File: config.mk
export PLATFORM = sky130hd
export DESIGN_NAME = vend_change_ctrl
export DESIGN_NICKNAME = d
export VERILOG_FILES = /design/src/rtl/vend_change_ctrl.sv
export SDC_FILE = /design/constraint.sdc
export NUM_CORES = 1
export LEC_CHECK = 0
export CORE_MARGIN = 2
export CORE_UTILIZATION = 25
export CTS_CLUSTER_SIZE = 25
export DETAILED_ROUTE_END_ITERATION = 6
export HOLD_SLACK_MARGIN = 0.12
export PLACE_DENSITY_LB_ADDON = 0.15
export SKIP_LAST_GASP = 1
export SLEW_MARGIN = 40
export SYNTH_ARGS = -nofsm -noshare
export SYNTH_HDL_FRONTEND = slang
export SYNTH_SLANG_ARGS = --single-unit
File: constraint.sdc
create_clock -name clock -period 8.83 [get_ports clock]
set_clock_uncertainty 0.2 [all_clocks]
set_input_delay 1.3245 -clock clock [delete_from_list [all_inputs] [get_ports clock]]
set_output_delay 1.3245 -clock clock [all_outputs]
set_load 0.03 [all_outputs]
File: src/rtl/vend_change_ctrl.sv
// Vending/change controller: latches credit and price from the coin accumulator,
// dispenses the item, pays change greedily (5000/2000/1000), then clears the credit.
module vend_change_ctrl (
    input  logic        clock,
    input  logic        reset,
    input  logic        credit_ok,
    input  logic [18:0] count_m,
    input  logic [8:0]  c_1000,
    input  logic [7:0]  c_2000,
    input  logic [6:0]  c_5000,
    input  logic        cancel,
    input  logic        item_done,
    input  logic        hopper_ack,
    output logic        vend,
    output logic        coin_req,
    output logic [1:0]  coin_sel,
    output logic        clear_credit,
    output logic        busy,
    output logic [20:0] change_left,
    output logic        short_change,
    output logic [2:0]  dbg_state
);

    typedef enum logic [2:0] {
        S_IDLE     = 3'd0,
        S_CALC     = 3'd1,
        S_VEND     = 3'd2,
        S_PAY      = 3'd3,
        S_WAIT_ACK = 3'd4,
        S_CLEAR    = 3'd5
    } state_t;

    localparam logic [1:0] SEL_NONE = 2'b00;
    localparam logic [1:0] SEL_1000 = 2'b01;
    localparam logic [1:0] SEL_2000 = 2'b10;
    localparam logic [1:0] SEL_5000 = 2'b11;

    state_t      state_q, state_d;
    logic [20:0] credit_q, credit_d;
    logic [20:0] price_q, price_d;
    logic [20:0] change_q, change_d;
    logic [1:0]  sel_q, sel_d;
    logic        short_q, short_d;
    logic        vend_q, coin_req_q, clear_q, busy_q;
    logic [20:0] credit_in;
    logic [20:0] sel_value;

    // Worst case 1,656,000 still fits in 21 bits, so no term overflows.
    assign credit_in = 21'(c_1000) * 21'd1000
                     + 21'(c_2000) * 21'd2000
                     + 21'(c_5000) * 21'd5000;

    always_comb begin
        sel_value = '0;
        case (sel_q)
            SEL_1000: sel_value = 21'd1000;
            SEL_2000: sel_value = 21'd2000;
            SEL_5000: sel_value = 21'd5000;
            default:  sel_value = '0;
        endcase
    end

    always_comb begin
        state_d  = state_q;
        credit_d = credit_q;
        price_d  = price_q;
        change_d = change_q;
        sel_d    = sel_q;
        short_d  = short_q;
        case (state_q)
            S_IDLE: begin
                // A refund wins over a pending vend.
                if (cancel && (credit_in != '0)) begin
                    credit_d = credit_in;
                    price_d  = '0;
                    change_d = credit_in;
                    short_d  = 1'b0;
                    state_d  = S_PAY;
                end else if (credit_ok) begin
                    credit_d = credit_in;
                    price_d  = {2'b00, count_m};
                    short_d  = 1'b0;
                    state_d  = S_CALC;
                end
            end
            S_CALC: begin
                if (credit_q < price_q) begin
                    state_d = S_IDLE;
                end else begin
                    change_d = credit_q - price_q;
                    state_d  = S_VEND;
                end
            end
            S_VEND: begin
                if (item_done) state_d = S_PAY;
            end
            S_PAY: begin
                if (change_q >= 21'd5000) begin
                    sel_d   = SEL_5000;
                    state_d = S_WAIT_ACK;
                end else if (change_q >= 21'd2000) begin
                    sel_d   = SEL_2000;
                    state_d = S_WAIT_ACK;
                end else if (change_q >= 21'd1000) begin
                    sel_d   = SEL_1000;
                    state_d = S_WAIT_ACK;
                end else begin
                    // Sub-1000 remainder cannot be paid; leave it visible.
                    if (change_q != '0) short_d = 1'b1;
                    state_d = S_CLEAR;
                end
            end
            S_WAIT_ACK: begin
                if (hopper_ack) begin
                    change_d = change_q - sel_value;
                    sel_d    = SEL_NONE;
                    state_d  = S_PAY;
                end
            end
            S_CLEAR: begin
                if (!credit_ok) begin
                    change_d = '0;
                    state_d  = S_IDLE;
                end
            end
            default: state_d = S_IDLE;
        endcase
    end

    always_ff @(posedge clock or negedge reset) begin
        if (!reset) begin
            state_q    <= S_IDLE;
            credit_q   <= '0;
            price_q    <= '0;
            change_q   <= '0;
            sel_q      <= SEL_NONE;
            short_q    <= 1'b0;
            vend_q     <= 1'b0;
            coin_req_q <= 1'b0;
            clear_q    <= 1'b0;
            busy_q     <= 1'b0;
        end else begin
            state_q    <= state_d;
            credit_q   <= credit_d;
            price_q    <= price_d;
            change_q   <= change_d;
            sel_q      <= sel_d;
            short_q    <= short_d;
            // Level outputs are registered copies of the next-state decode.
            vend_q     <= (state_d == S_VEND);
            coin_req_q <= (state_d == S_WAIT_ACK);
            clear_q    <= (state_d == S_CLEAR);
            busy_q     <= (state_d != S_IDLE);
        end
    end

    assign vend         = vend_q;
    assign coin_req     = coin_req_q;
    assign coin_sel     = sel_q;
    assign clear_credit = clear_q;
    assign busy         = busy_q;
    assign change_left  = change_q;
    assign short_change = short_q;
    assign dbg_state    = state_q;

endmodule
== After elaboration in Yosys (flattened, before gate mapping) ==
Cells that the tools add are included.

* Memory bits (writable): 0
* Logic and storage cells: 87
* Bits in read-only memories: 0
* Register bits: 73
* Latch bits: 0
* Memories kept: 0

* Div/mod/pow operators: 0
* $add $sub $neg: 4
* Equality and inequality tests: 21
* Multipliers: 3
* Bitwise operators: 0
* Order comparisons: 4
* Mux-type cells: 32
* Shift-type cells: 0
* Reduce and logical (&&, ||, !) cells: 13

{| class="wikitable"
|+ Operators by type and width
! operator !! count
|-
| 21-bit two-way mux || 8
|-
| 21-bit case mux with 4 select lines || 1
|-
| 21-bit nonzero test || 2
|-
| 21-bit subtractor || 2
|-
| 13-bit case mux with 3 select lines || 1
|-
| 20-bit by 20-bit adder with 21-bit output || 1
|-
| 21-bit by 10-bit greater-or-equal comparator with 1-bit output (second input constant) || 1
|-
| 21-bit by 11-bit greater-or-equal comparator with 1-bit output (second input constant) || 1
|-
| 21-bit by 13-bit greater-or-equal comparator with 1-bit output (second input constant) || 1
|-
| 21-bit < comparator || 1
|-
| 19-bit by 19-bit adder with 20-bit output || 1
|-
| 3-bit case mux with 6 select lines || 1
|-
| 7-bit by 10-bit multiplier with 17-bit output (second input constant) || 1
|-
| 9-bit by 7-bit multiplier with 16-bit output (second input constant) || 1
|-
| 2-bit inequality test (second input constant) || 8
|-
| 8-bit by 7-bit multiplier with 15-bit output (second input constant) || 1
|-
| 3-bit two-way mux || 5
|-
| 3-bit equality test (second input constant) || 4
|-
| 2-bit two-way mux || 5
|-
| 3-bit by 2-bit equality test with 1-bit output (second input constant) || 3
|-
| 1-bit two-way mux || 9
|-
| 6-bit AND reduction || 1
|-
| 2-bit nonzero test || 3
|-
| 5-bit AND reduction || 1
|-
| other kinds (13) || 14
|}

== Depth between registers and ports, before layout ==
Gate-level depths: netlist of the first run.

* Depth after elaboration: 8
* Depth in mapped cells: 30
* Depth with buffers taken out: 29

== Worst setup path after synthesis of the first run ==
Ideal clock, no wire load.

* Path kind: input to register
* Start point: input port c_2000[0]
* End point: register credit_q[15]
* Library setup time: 0.125 ns
* Required time: 8.505 ns
* Buffers on the path: 1
* Cell stages on the path: 27
* Data arrival time: 7.961 ns
* Setup slack: 0.544 ns
* Path through: fa_1 > inv_1 > fa_1 > fa_1 > fa_1 > inv_1 > ha_1 > o21ai_0 > a21oi_1 > o21ai_0 > a21boi_0 > o21a_1 > o21a_1 > or2_2 > fa_1 > inv_1 > ha_1 > a21oi_1 > nor2b_1 > nor3_1 > a211oi_1 > or3_1 > and2_1 > o31a_4 > o21ai_4 > buf_12 > mux2_4

* Longest elaborated chain between the ends: 7
* Elaborated cells between the ends (all ways): 9
* Those cells by class: add/sub (2); mul (1); mux (2); reduce/logical (4)

{| class="wikitable"
|+ Ends and longest elaborated chain
! item !! RTL line !! RTL
|-
| from (decl) || 9 || <nowiki>input logic [7:0] c_2000,</nowiki>
|-
| 8-bit by 7-bit multiplier with 15-bit output (*) || 50 || <nowiki>+ 21'(c_2000) * 21'd2000</nowiki>
|-
| 19-bit by 19-bit adder with 20-bit output (*) || 50 ||
|-
| 20-bit by 20-bit adder with 21-bit output (*) || 51 || <nowiki>+ 21'(c_5000) * 21'd5000;</nowiki>
|-
| 21-bit nonzero test || 73 || <nowiki>if (cancel && (credit_in != '0)) begin</nowiki>
|-
| 1-bit logical AND || 73 ||
|-
| 2-bit nonzero test (no line) || - ||
|-
| 2-bit AND reduction (no line) || - ||
|-
| to (signal assigned) || 144 || <nowiki>credit_q <= credit_d;</nowiki>
|-
| to (decl) || 39 || <nowiki>logic [20:0] credit_q, credit_d;</nowiki>
|}

Mark *: on every way between the ends. The rest lies on a longest branch, timed or not. The select of a mux whose other input is x is not followed.
A chain may end at the register's enable or synchronous reset.

== Worst setup path in the final report of the first run ==
* Start point: input port c_2000[1]
* End point: register credit_q[14]

Same word-level chain as after synthesis.

==> results of run 1 <==
[cells by family after synthesis]
logic type | Yosys count | synth area share (%)
compound gates | 265 | 18.4
simple gates | 259 | 13.6
fa+ha+maj | 232 | 34.7
buf+inv | 210 | 8.43
flops | 68 | 17.2
xor+xnor | 52 | 4.59
mux | 26 | 3.13
[sequential cells by signal, indices dropped and copies added, names as in the netlist]
signal,cells
change_left,21
price_q,19
credit_q,18
dbg_state,3
coin_sel,2
busy,1
clear_credit,1
coin_req,1
short_change,1
vend,1
[worst max path at each step]
stage	end
after detailed placement	credit_q[6]$_DFFE_PN0P_
after floorplan	credit_q[15]$_DFFE_PN0P_
final	credit_q[14]$_DFFE_PN0P_
after CTS	credit_q[6]$_DFFE_PN0P_
after global routing	busy$_DFF_PN0_
after global placement	credit_q[5]$_DFFE_PN0P_
[worst max-delay path, delay by kind of cell]
| family | cells | cell delay [ns] |
|---|---|---|
| buffers and inverters | 8 | 1.06 |
| AOI/OAI and AO/OA | 9 | 1.52 |
| muxes | 1 | 0.33 |
| adders and majority gates | 7 | 3.13 |
| and+or+nand+nor | 5 | 1.12 |
[layout make-up]
type                            count  area (sq um)
Clock inverter                      5          82.6
Clock buffer                       11           253
Tap cell                          518           648
Inverter                          188           706
Timing Repair Buffer              144          1340
Fill cell                        4122         26800
Sequential cell                    68          1700
Multi-Input combinational cell    834          7410
[through the flow]
stage          area, sq um  cells  setup WS (ns)  util, %  setup TNS (ns)
2_1_floorplan         9920   1112          0.544        -               0
3_3_place_gp         11800   1752         -0.128     30.2           -2.57
3_5_place_dp         11800   1752         -0.226     30.3           -6.36
4_1_cts              12100   1768          0.116     31.1               0
5_1_grt              12100   1768       -0.00552     31.2         -0.0143
6_report             12100   1768          0.340     31.2               0
[routing by layer]
metal  wire, microns  global-route usage [%]  part of all wire [%]
met1           12300                    17.2                    45
met2           14100                    25.0                    51
met3             700                    1.26                   2.6
met4             374                    2.89                   1.4
met5               0                       0                     0
[cells in the final DEF, fill, tap and decap left out, types with 10 or more instances in the layout]
master	synthesis	layout
sky130_fd_sc_hd__xnor2_1	39	39
sky130_fd_sc_hd__ha_1	160	160
sky130_fd_sc_hd__nor3_1	28	28
sky130_fd_sc_hd__mux2_2	12	12
sky130_fd_sc_hd__inv_1	187	187
sky130_fd_sc_hd__o21ai_0	60	56
sky130_fd_sc_hd__buf_4	1	60
sky130_fd_sc_hd__a21o_1	16	16
sky130_fd_sc_hd__nor2b_1	14	14
sky130_fd_sc_hd__a21oi_1	62	61
sky130_fd_sc_hd__nand3_1	19	18
sky130_fd_sc_hd__nor2_1	59	58
sky130_fd_sc_hd__nand2_1	57	57
sky130_fd_sc_hd__nor4_1	11	10
sky130_fd_sc_hd__xor2_1	13	13
sky130_fd_sc_hd__fa_1	72	72
sky130_fd_sc_hd__a21boi_0	10	10
sky130_fd_sc_hd__clkdlybuf4s50_1	0	77
sky130_fd_sc_hd__a22o_1	23	23
sky130_fd_sc_hd__or2_2	11	11
sky130_fd_sc_hd__nand2b_1	13	13
sky130_fd_sc_hd__dfrtp_1	68	68
[what timing repair did]
| action | 4_1_cts | 5_1_grt |
|---|---|---|
| buffers inserted | 0 | 0 |
| gates resized for setup | 0 | 11 |
| endpoints found under the setup margin | 0 | 52 |
| hold buffers | 0 | 0 |
| endpoints found under the hold margin | 0 | 0 |
==> flow_metrics.env, run 1 <==
export IMPL_areaGrowthSynthToFinish_pct=22.4
export IMPL_yosys_warnings=0
export IMPL_leading_cell_type_by_number_of_instances_after_synthesis="sky130_fd_sc_hd__inv_1"
export IMPL_tritoncts="built"
export IMPL_grt_first_pass_wirelength_microns=44400
export IMPL_cts_htree_levels=3
export IMPL_critical_path_peak_fanout=8
export IMPL_vias=8175
export IMPL_detail_route_drc_violations=0
export IMPL_ys_seq_area_share_pct=17.2
export IMPL_number_of_endpoints_failing_setup_at_the_final_stage=0
export IMPL_detail_route_iter0_violations=357
export IMPL_maxClockFrequency_mhz=118
export IMPL_crit_path_frequent_cell="sky130_fd_sc_hd__inv_1"
export IMPL_viasPerCell=4.62
export IMPL_grt_pass1_vias=8399
export IMPL_fin_crit_sh_pct=96.1
export IMPL_totalWireLength_microns=27400
export IMPL_fp_dieW_microns=203
export IMPL_cp_data_required_time_ns=8.86
export IMPL_ff2ff_setup_slack_ns=5.14
export IMPL_synth_top_area_share_pct=20.2
export IMPL_synth_nets=1393
export IMPL_timing_hold_ws_ns=0.308
export IMPL_critical_path_startpoint="c_2000[1]"
export IMPL_cp_slowest_stage_delay_ns=0.52
export IMPL_synth_commonest_cells="187 x sky130_fd_sc_hd__inv_1, 160 x sky130_fd_sc_hd__ha_1, 72 x sky130_fd_sc_hd__fa_1"
export IMPL_worst_setup_path_type="input port to flip-flop"
export IMPL_clock_latency_ns=0.34
export IMPL_mappedNetlistArea_sq_um=9920
export IMPL_wl_per_cell_microns=15.5
export IMPL_synth_area_leaders="sky130_fd_sc_hd__ha_1 20%, sky130_fd_sc_hd__dfrtp_1 17%, sky130_fd_sc_hd__fa_1 15%, sky130_fd_sc_hd__inv_1 7.1%, sky130_fd_sc_hd__xnor2_1 3.4%"
export IMPL_placement_io_buffers=79
export IMPL_hold_path_class="flip-flop to flip-flop"
export IMPL_gp_congestion=0.844
export IMPL_hold_start="price_q[8]$_DFFE_PN0P_"
export IMPL_timing_max_transition_violations_final=0
export IMPL_global_route_usage_total_pct=13.6
export IMPL_timing_critical_path_to_type="flip-flop"
export IMPL_ff_to_ff_path_depth=12
export IMPL_antenna_cells_inserted=0
export IMPL_cts_made_buffers=9
export IMPL_detailed_placer_s_ending_hpwl_microns=23400
export IMPL_io_pins=80
export IMPL_timing_max_slew_rel_slack_pct=53.8
export IMPL_startpoint_type="input port"
export IMPL_regToRegStartpoint="credit_q[3]$_DFFE_PN0P_"
export IMPL_number_of_maximum_capacitance_violations=0
export IMPL_maximum_number_of_pins_on_one_net_before_global_route_repair=69
export IMPL_placement_rows=72
export IMPL_core_sq_um=38900
export IMPL_first_pass_iteration_count_of_the_detailed_router=5
export IMPL_max_slew_worst_pin_slew_ns=0.689
export IMPL_drive_gt1_share_pct=11.3
export IMPL_synth_cells=1112
export IMPL_avgSynthCellArea_sq_um=8.92
export IMPL_cp_data_arrival_time_ns=8.52
export IMPL_hold_viol=0
export IMPL_synth_lib_cells_used_distinct=85
export IMPL_min_delay_worst_endpoint="price_q[8]$_DFFE_PN0P_"
export IMPL_r2r_end="change_left[5]$_DFFE_PN0P_"
export IMPL_cts_root_buf="sky130_fd_sc_hd__clkbuf_16"
export IMPL_run_status="complete, no violations"
export IMPL_layout_min_cycle_time_ns=8.49
export IMPL_synth_seq_cells=68
export IMPL_clkTransAtPathRegs_ns=0.06
export IMPL_initial_antenna_violation_count=0
export IMPL_die_area_sq_um=41300
export IMPL_detail_route_antenna_nets=0
export IMPL_ctsLongestPathBuffers=2
export IMPL_final_nets=1526
export IMPL_ys_flop_type="sky130_fd_sc_hd__dfrtp_1"
export IMPL_async_reset_ff_share_pct=100
export IMPL_synth_edf_count=0
export IMPL_cp_slowest_cell="sky130_fd_sc_hd__clkdlybuf4s50_1"
export IMPL_cts_sinks=68
export IMPL_die_y_microns=203
export IMPL_initial_utilization_pct=25.5
export IMPL_gr_total_overflow=0
export IMPL_timing_hold_worst_path_depth=1
export IMPL_synth_largest_area_cell="sky130_fd_sc_hd__ha_1"
Power of run 1 is left out: the tool's default activity adds up to more than one toggle a clock period on the data nets, which glitch-free logic cannot reach.
==> inputs of run 2 (changes only) <==
--- a/config.mk
+++ b/config.mk
@@ -5,13 +5,12 @@
 export SDC_FILE = /design/constraint.sdc
 export NUM_CORES = 1
 export LEC_CHECK = 0
-export CORE_MARGIN = 2
 export CORE_UTILIZATION = 25
 export CTS_CLUSTER_SIZE = 25
 export DETAILED_ROUTE_END_ITERATION = 6
 export HOLD_SLACK_MARGIN = 0.12
 export PLACE_DENSITY_LB_ADDON = 0.15
-export SKIP_LAST_GASP = 1
+export SKIP_CTS_REPAIR_TIMING = 1
 export SLEW_MARGIN = 40
 export SYNTH_ARGS = -nofsm -noshare
 export SYNTH_HDL_FRONTEND = slang
==> run 2 against run 1 <==
- fmax shrank 0.23%
- first-iteration DRC count shrank 20%
- die area shrank 2.0%
- critical endpoint is now credit_q[7]$_DFFE_PN0P_
- sequential share of layout area shrank 0.16 points
- critical path depth shrank 2
- routed wire length grew 1.7%
- cell count grew 0.57%
- utilization grew 0.37 points
- global-route usage grew 0.43 points
==> flow_metrics.env, run 2 (synthesis gave the netlist of run 1 again) <==
export IMPL_global_route_usage_total_pct=14.0
export IMPL_max_slew_worst_pin_slew_ns=0.814
export IMPL_antenna_cells_inserted=0
export IMPL_vias=8267
export IMPL_ff_to_ff_path_depth=13
export IMPL_detailed_placer_s_ending_hpwl_microns=23400
export IMPL_die_y_microns=201
export IMPL_final_nets=1536
export IMPL_number_of_endpoints_failing_setup_at_the_final_stage=0
export IMPL_totalWireLength_microns=27900
export IMPL_largest_register_ffs=21
export IMPL_cts_made_buffers=9
export IMPL_ff2ff_setup_slack_ns=5.26
export IMPL_placement_rows=72
export IMPL_maxClockFrequency_mhz=118
export IMPL_final_critical_path_setup_slack_ns=0.321
export IMPL_critical_path_startpoint="c_1000[3]"
export IMPL_critical_path_peak_fanout=6
export IMPL_dpl_worst_slack_ns=-0.197
export IMPL_cts_root_buf="sky130_fd_sc_hd__clkbuf_16"
export IMPL_mostFrequentLayoutCells="184 x sky130_fd_sc_hd__inv_1, 160 x sky130_fd_sc_hd__ha_1, 74 x sky130_fd_sc_hd__clkdlybuf4s50_1"
export IMPL_cts_htree_levels=3
export IMPL_cts_sinks=68
export IMPL_die_area_sq_um=40500
export IMPL_initial_antenna_violation_count=0
export IMPL_wl_per_cell_microns=15.7
export IMPL_clock_latency_ns=0.35
export IMPL_detail_route_drc_violations=0
export IMPL_startpoint_type="input port"
export IMPL_maximum_number_of_pins_on_one_net_before_global_route_repair=69
export IMPL_cp_data_required_time_ns=8.86
export IMPL_cp_data_arrival_time_ns=8.54
export IMPL_fin_crit_sh_pct=96.4
export IMPL_gp_congestion=0.886
export IMPL_viasPerCell=4.65
export IMPL_timing_max_transition_violations_final=0
export IMPL_number_of_maximum_capacitance_violations=0
export IMPL_tritoncts="built"
export IMPL_drive_gt1_share_pct=12.5
export IMPL_initial_utilization_pct=25.5
export IMPL_clkTransAtPathRegs_ns=0.06
export IMPL_io_pins=80
export IMPL_areaGrowthSynthToFinish_pct=23.9
export IMPL_cp_endpoint="credit_q[7]$_DFFE_PN0P_"
export IMPL_layout_min_cycle_time_ns=8.51
export IMPL_grt_first_pass_wirelength_microns=45100
export IMPL_ctsLongestPathBuffers=2
export IMPL_timing_max_slew_rel_slack_pct=45.4
export IMPL_hold_path_class="flip-flop to flip-flop"
export IMPL_fp_dieW_microns=201
export IMPL_grt_pass1_vias=8415
export IMPL_timing_critical_path_to_type="flip-flop"
export IMPL_regToRegStartpoint="price_q[3]$_DFFE_PN0P_"
export IMPL_run_status="complete, no violations"
export IMPL_hold_viol=0
export IMPL_core_sq_um=38900
export IMPL_worst_setup_path_type="input port to flip-flop"
export IMPL_timing_hold_ws_ns=0.308
export IMPL_placement_io_buffers=79
export IMPL_final_common_cell="sky130_fd_sc_hd__inv_1"
export IMPL_first_pass_iteration_count_of_the_detailed_router=7
export IMPL_r2r_end="change_left[14]$_DFFE_PN0P_"
export IMPL_gr_total_overflow=0
export IMPL_detail_route_antenna_nets=0
export IMPL_detail_route_iter0_violations=286
run 2: changes by cell type in the layout (fill, tap and decap cells not counted), moves of 3 or more:
cell,delta
sky130_fd_sc_hd__inv_2,+3
sky130_fd_sc_hd__buf_4,+7
sky130_fd_sc_hd__dlymetal6s2s_1,+3
sky130_fd_sc_hd__clkdlybuf4s50_1,-3
sky130_fd_sc_hd__inv_1,-3
run 2: per-layer routing:
metal  track usage (%)  vias to the layer above  part of all wire (%)  wire [microns]
li1                  -                     4147                     -               -
met2              25.1                      119                    50           14000
met1              17.8                     3976                    45           12600
met5                 0                        -                     0               0
met3              1.43                       25                   2.3             654
met4              3.98                        0                   2.1             587
run 2: stage by stage:
stage               utilization [%]  setup TNS (ns)  std cells  instance area (sq um)
floorplan                         -               0       1112                   9920
global placement               30.3           -2.64       1754                  11800
detailed placement             30.3           -6.67       1754                  11800
CTS                            31.2               0       1770                  12100
global route                   31.6        -0.00316       1778                  12300
finish                         31.6               0       1778                  12300
run 2: layout make-up:
type / count / area [sq um]
Clock buffer: 9 / 225
Clock inverter: 7 / 124
Fill cell: 4158 / 26600
Inverter: 188 / 706
Multi-Input combinational cell: 834 / 7420
Sequential cell: 68 / 1700
Tap cell: 518 / 648
Timing Repair Buffer: 154 / 1460
run 2: worst min-delay path by stage:
stage | start | to | slack [ns] | cells after the start
floorplan | price_q[10]$_DFFE_PN0P_ | price_q[10]$_DFFE_PN0P_ | 0.27 | 1
global placement | price_q[17]$_DFFE_PN0P_ | price_q[17]$_DFFE_PN0P_ | 0.29 | 1
CTS | price_q[11]$_DFFE_PN0P_ | price_q[11]$_DFFE_PN0P_ | 0.31 | 1
global route | price_q[12]$_DFFE_PN0P_ | price_q[12]$_DFFE_PN0P_ | 0.32 | 1
finish | price_q[7]$_DFFE_PN0P_ | price_q[7]$_DFFE_PN0P_ | 0.31 | 1
detailed placement | price_q[5]$_DFFE_PN0P_ | price_q[5]$_DFFE_PN0P_ | 0.30 | 1
run 2: worst max-delay path, stage by stage:
cell,delay (ns)
sky130_fd_sc_hd__clkdlybuf4s50_1,0.52
sky130_fd_sc_hd__inv_2,0.09
sky130_fd_sc_hd__fa_1,0.50
sky130_fd_sc_hd__fa_1,0.44
sky130_fd_sc_hd__fa_1,0.52
sky130_fd_sc_hd__fa_1,0.51
sky130_fd_sc_hd__inv_1,0.04
sky130_fd_sc_hd__ha_1,0.29
sky130_fd_sc_hd__a21boi_1,0.14
sky130_fd_sc_hd__o21ai_0,0.15
sky130_fd_sc_hd__nand2b_1,0.09
sky130_fd_sc_hd__a21o_1,0.19
sky130_fd_sc_hd__a41o_1,0.25
sky130_fd_sc_hd__o41a_1,0.32
sky130_fd_sc_hd__xnor2_1,0.16
sky130_fd_sc_hd__fa_1,0.54
sky130_fd_sc_hd__inv_1,0.04
sky130_fd_sc_hd__ha_1,0.34
sky130_fd_sc_hd__buf_4,0.16
sky130_fd_sc_hd__a41o_1,0.21
sky130_fd_sc_hd__o21ai_0,0.21
sky130_fd_sc_hd__a311oi_2,0.10
sky130_fd_sc_hd__nand4b_1,0.24
sky130_fd_sc_hd__o31a_4,0.34
sky130_fd_sc_hd__o21ai_4,0.20
sky130_fd_sc_hd__buf_4,0.15
sky130_fd_sc_hd__buf_12,0.11
sky130_fd_sc_hd__mux2_2,0.32
Power of run 2 is left out for the same reason.
==> inputs of run 3 (changes only) <==
--- a/config.mk
+++ b/config.mk
@@ -10,6 +10,7 @@
 export DETAILED_ROUTE_END_ITERATION = 6
 export HOLD_SLACK_MARGIN = 0.12
 export PLACE_DENSITY_LB_ADDON = 0.15
+export SETUP_SLACK_MARGIN = 0.4
 export SKIP_CTS_REPAIR_TIMING = 1
 export SLEW_MARGIN = 40
 export SYNTH_ARGS = -nofsm -noshare
==> run 3 against run 2 <==
- register-to-register slack about the same
- routed wire length is 0.42% higher
- die area is the same
- worst setup slack better by 0.42 ns
- sequential share of layout area down 0.24 points
- flip-flop and latch count stayed put
- first-iteration DRC count is 14% higher
- final area increased by 1.8%
- global-route usage stayed put
- critical endpoint unchanged
==> flow_metrics.env, run 3 (synthesis gave the netlist of run 1 again) <==
export IMPL_cp_data_arrival_time_ns=8.12
export IMPL_placement_io_buffers=79
export IMPL_number_of_endpoints_failing_setup_at_the_final_stage=0
export IMPL_vias=8278
export IMPL_largest_register_ffs=21
export IMPL_drive_gt1_share_pct=14.4
export IMPL_num_fill_cells=4141
export IMPL_tritoncts="built"
export IMPL_timing_critical_path_to_type="flip-flop"
export IMPL_detailed_placer_s_ending_hpwl_microns=23400
export IMPL_die_area_sq_um=40500
export IMPL_grt_pass1_vias=8415
export IMPL_placement_rows=72
export IMPL_register_area_sq_um=1700
export IMPL_timing_critical_path_max_delay_family="adder cells"
export IMPL_layout_min_cycle_time_ns=8.09
export IMPL_fin_tns_setup_ns=0
export IMPL_cp_data_required_time_ns=8.86
export IMPL_io_pins=80
export IMPL_totalWireLength_microns=28000
export IMPL_number_of_maximum_capacitance_violations=0
export IMPL_antenna_cells_inserted=0
export IMPL_cp_slowest_cell="sky130_fd_sc_hd__fa_1"
export IMPL_detail_route_iter0_violations=325
export IMPL_detail_route_antenna_nets=0
export IMPL_timing_critical_path_buf_inv=6
export IMPL_core_sq_um=38900
export IMPL_areaGrowthSynthToFinish_pct=26.1
export IMPL_detail_route_drc_violations=0
export IMPL_grt_setup_unrepaired="no"
export IMPL_initial_utilization_pct=25.5
export IMPL_ctsLongestPathBuffers=2
export IMPL_wl_per_cell_microns=15.8
export IMPL_gp_congestion=0.886
export IMPL_viasPerCell=4.66
export IMPL_multiInputGateArea_sq_um=7600
export IMPL_worst_setup_path_type="input port to flip-flop"
export IMPL_clock_latency_ns=0.35
export IMPL_cts_htree_levels=3
export IMPL_fp_dieW_microns=201
export IMPL_cts_sinks=68
export IMPL_clkTransAtPathRegs_ns=0.06
export IMPL_cts_made_buffers=9
export IMPL_mostFrequentLayoutCells="182 x sky130_fd_sc_hd__inv_1, 154 x sky130_fd_sc_hd__ha_1, 72 x sky130_fd_sc_hd__fa_1"
export IMPL_fin_crit_sh_pct=91.7
export IMPL_max_slew_worst_pin_slew_ns=0.796
export IMPL_final_common_cell="sky130_fd_sc_hd__inv_1"
export IMPL_grt_first_pass_wirelength_microns=45100
export IMPL_final_nets=1536
export IMPL_startpoint_type="input port"
export IMPL_crit_path_frequent_cell="sky130_fd_sc_hd__fa_1"
export IMPL_timing_max_transition_violations_final=0
export IMPL_timing_max_slew_rel_slack_pct=46.6
export IMPL_timing_hold_ws_ns=0.308
export IMPL_global_route_usage_total_pct=14.0
export IMPL_run_status="complete, no violations"
export IMPL_cts_root_buf="sky130_fd_sc_hd__clkbuf_16"
export IMPL_critical_path_peak_fanout=6
export IMPL_initial_antenna_violation_count=0
export IMPL_die_y_microns=201
export IMPL_first_pass_iteration_count_of_the_detailed_router=5
export IMPL_hold_path_class="flip-flop to flip-flop"
export IMPL_maxClockFrequency_mhz=124
export IMPL_cp_slowest_stage_delay_ns=0.54
export IMPL_hold_viol=0
export IMPL_gr_total_overflow=0
export IMPL_maximum_number_of_pins_on_one_net_before_global_route_repair=69
run 3: cell count changes in the layout (fill, tap and decap cells not counted), sizes merged:
cell,change
dlymetal6s2s,+9
clkdlybuf4s50,-10
clkbuf,+1
run 3: path summary, 6_finish.rpt:
kind / from / to / slack, ns / depth (start not counted)
min: price_q[7]$_DFFE_PN0P_ / price_q[7]$_DFFE_PN0P_ / 0.31 / 1
min in group asynchronous: reset / coin_sel[1]$_DFFE_PN0P_ / 0.79 / 1
max in group asynchronous: reset / credit_q[9]$_DFFE_PN0P_ / 7.16 / 1
max: c_1000[2] / credit_q[7]$_DFFE_PN0P_ / 0.74 / 28
min reg2reg: price_q[7]$_DFFE_PN0P_ / price_q[7]$_DFFE_PN0P_ / 0.31 / 1
max reg2reg: price_q[3]$_DFFE_PN0P_ / change_left[14]$_DFFE_PN0P_ / 5.25 / 13
run 3: area by class of cell:
type	instances	area share, %
Multi-Input combinational cell	834	60.8
Inverter	188	5.64
Clock buffer	9	1.80
Timing Repair Buffer	154	12.0
Clock inverter	7	0.991
Sequential cell	68	13.6
Tap cell	518	5.18
run 3: per-stage QoR:
stage | setup slack (ns) | area [sq um] | util (%) | std cells
detailed placement | -0.197 | 11800 | 30.3 | 1754
finish | 0.737 | 12500 | 32.1 | 1778
floorplan | 0.544 | 9920 | - | 1112
global placement | -0.138 | 11800 | 30.3 | 1754
CTS | 0.156 | 12100 | 31.2 | 1770
global route | 0.396 | 12500 | 32.1 | 1778
run 3: per-layer routing:
layer | vias to the layer above | GRT usage (%) | share of wire [%]
li1 | 4158 | - | -
met1 | 3972 | 17.8 | 45
met2 | 123 | 25.1 | 51
met3 | 25 | 1.43 | 2.6
met4 | 0 | 3.98 | 2.1
met5 | - | 0 | 0
Power of run 3 is left out for the same reason.
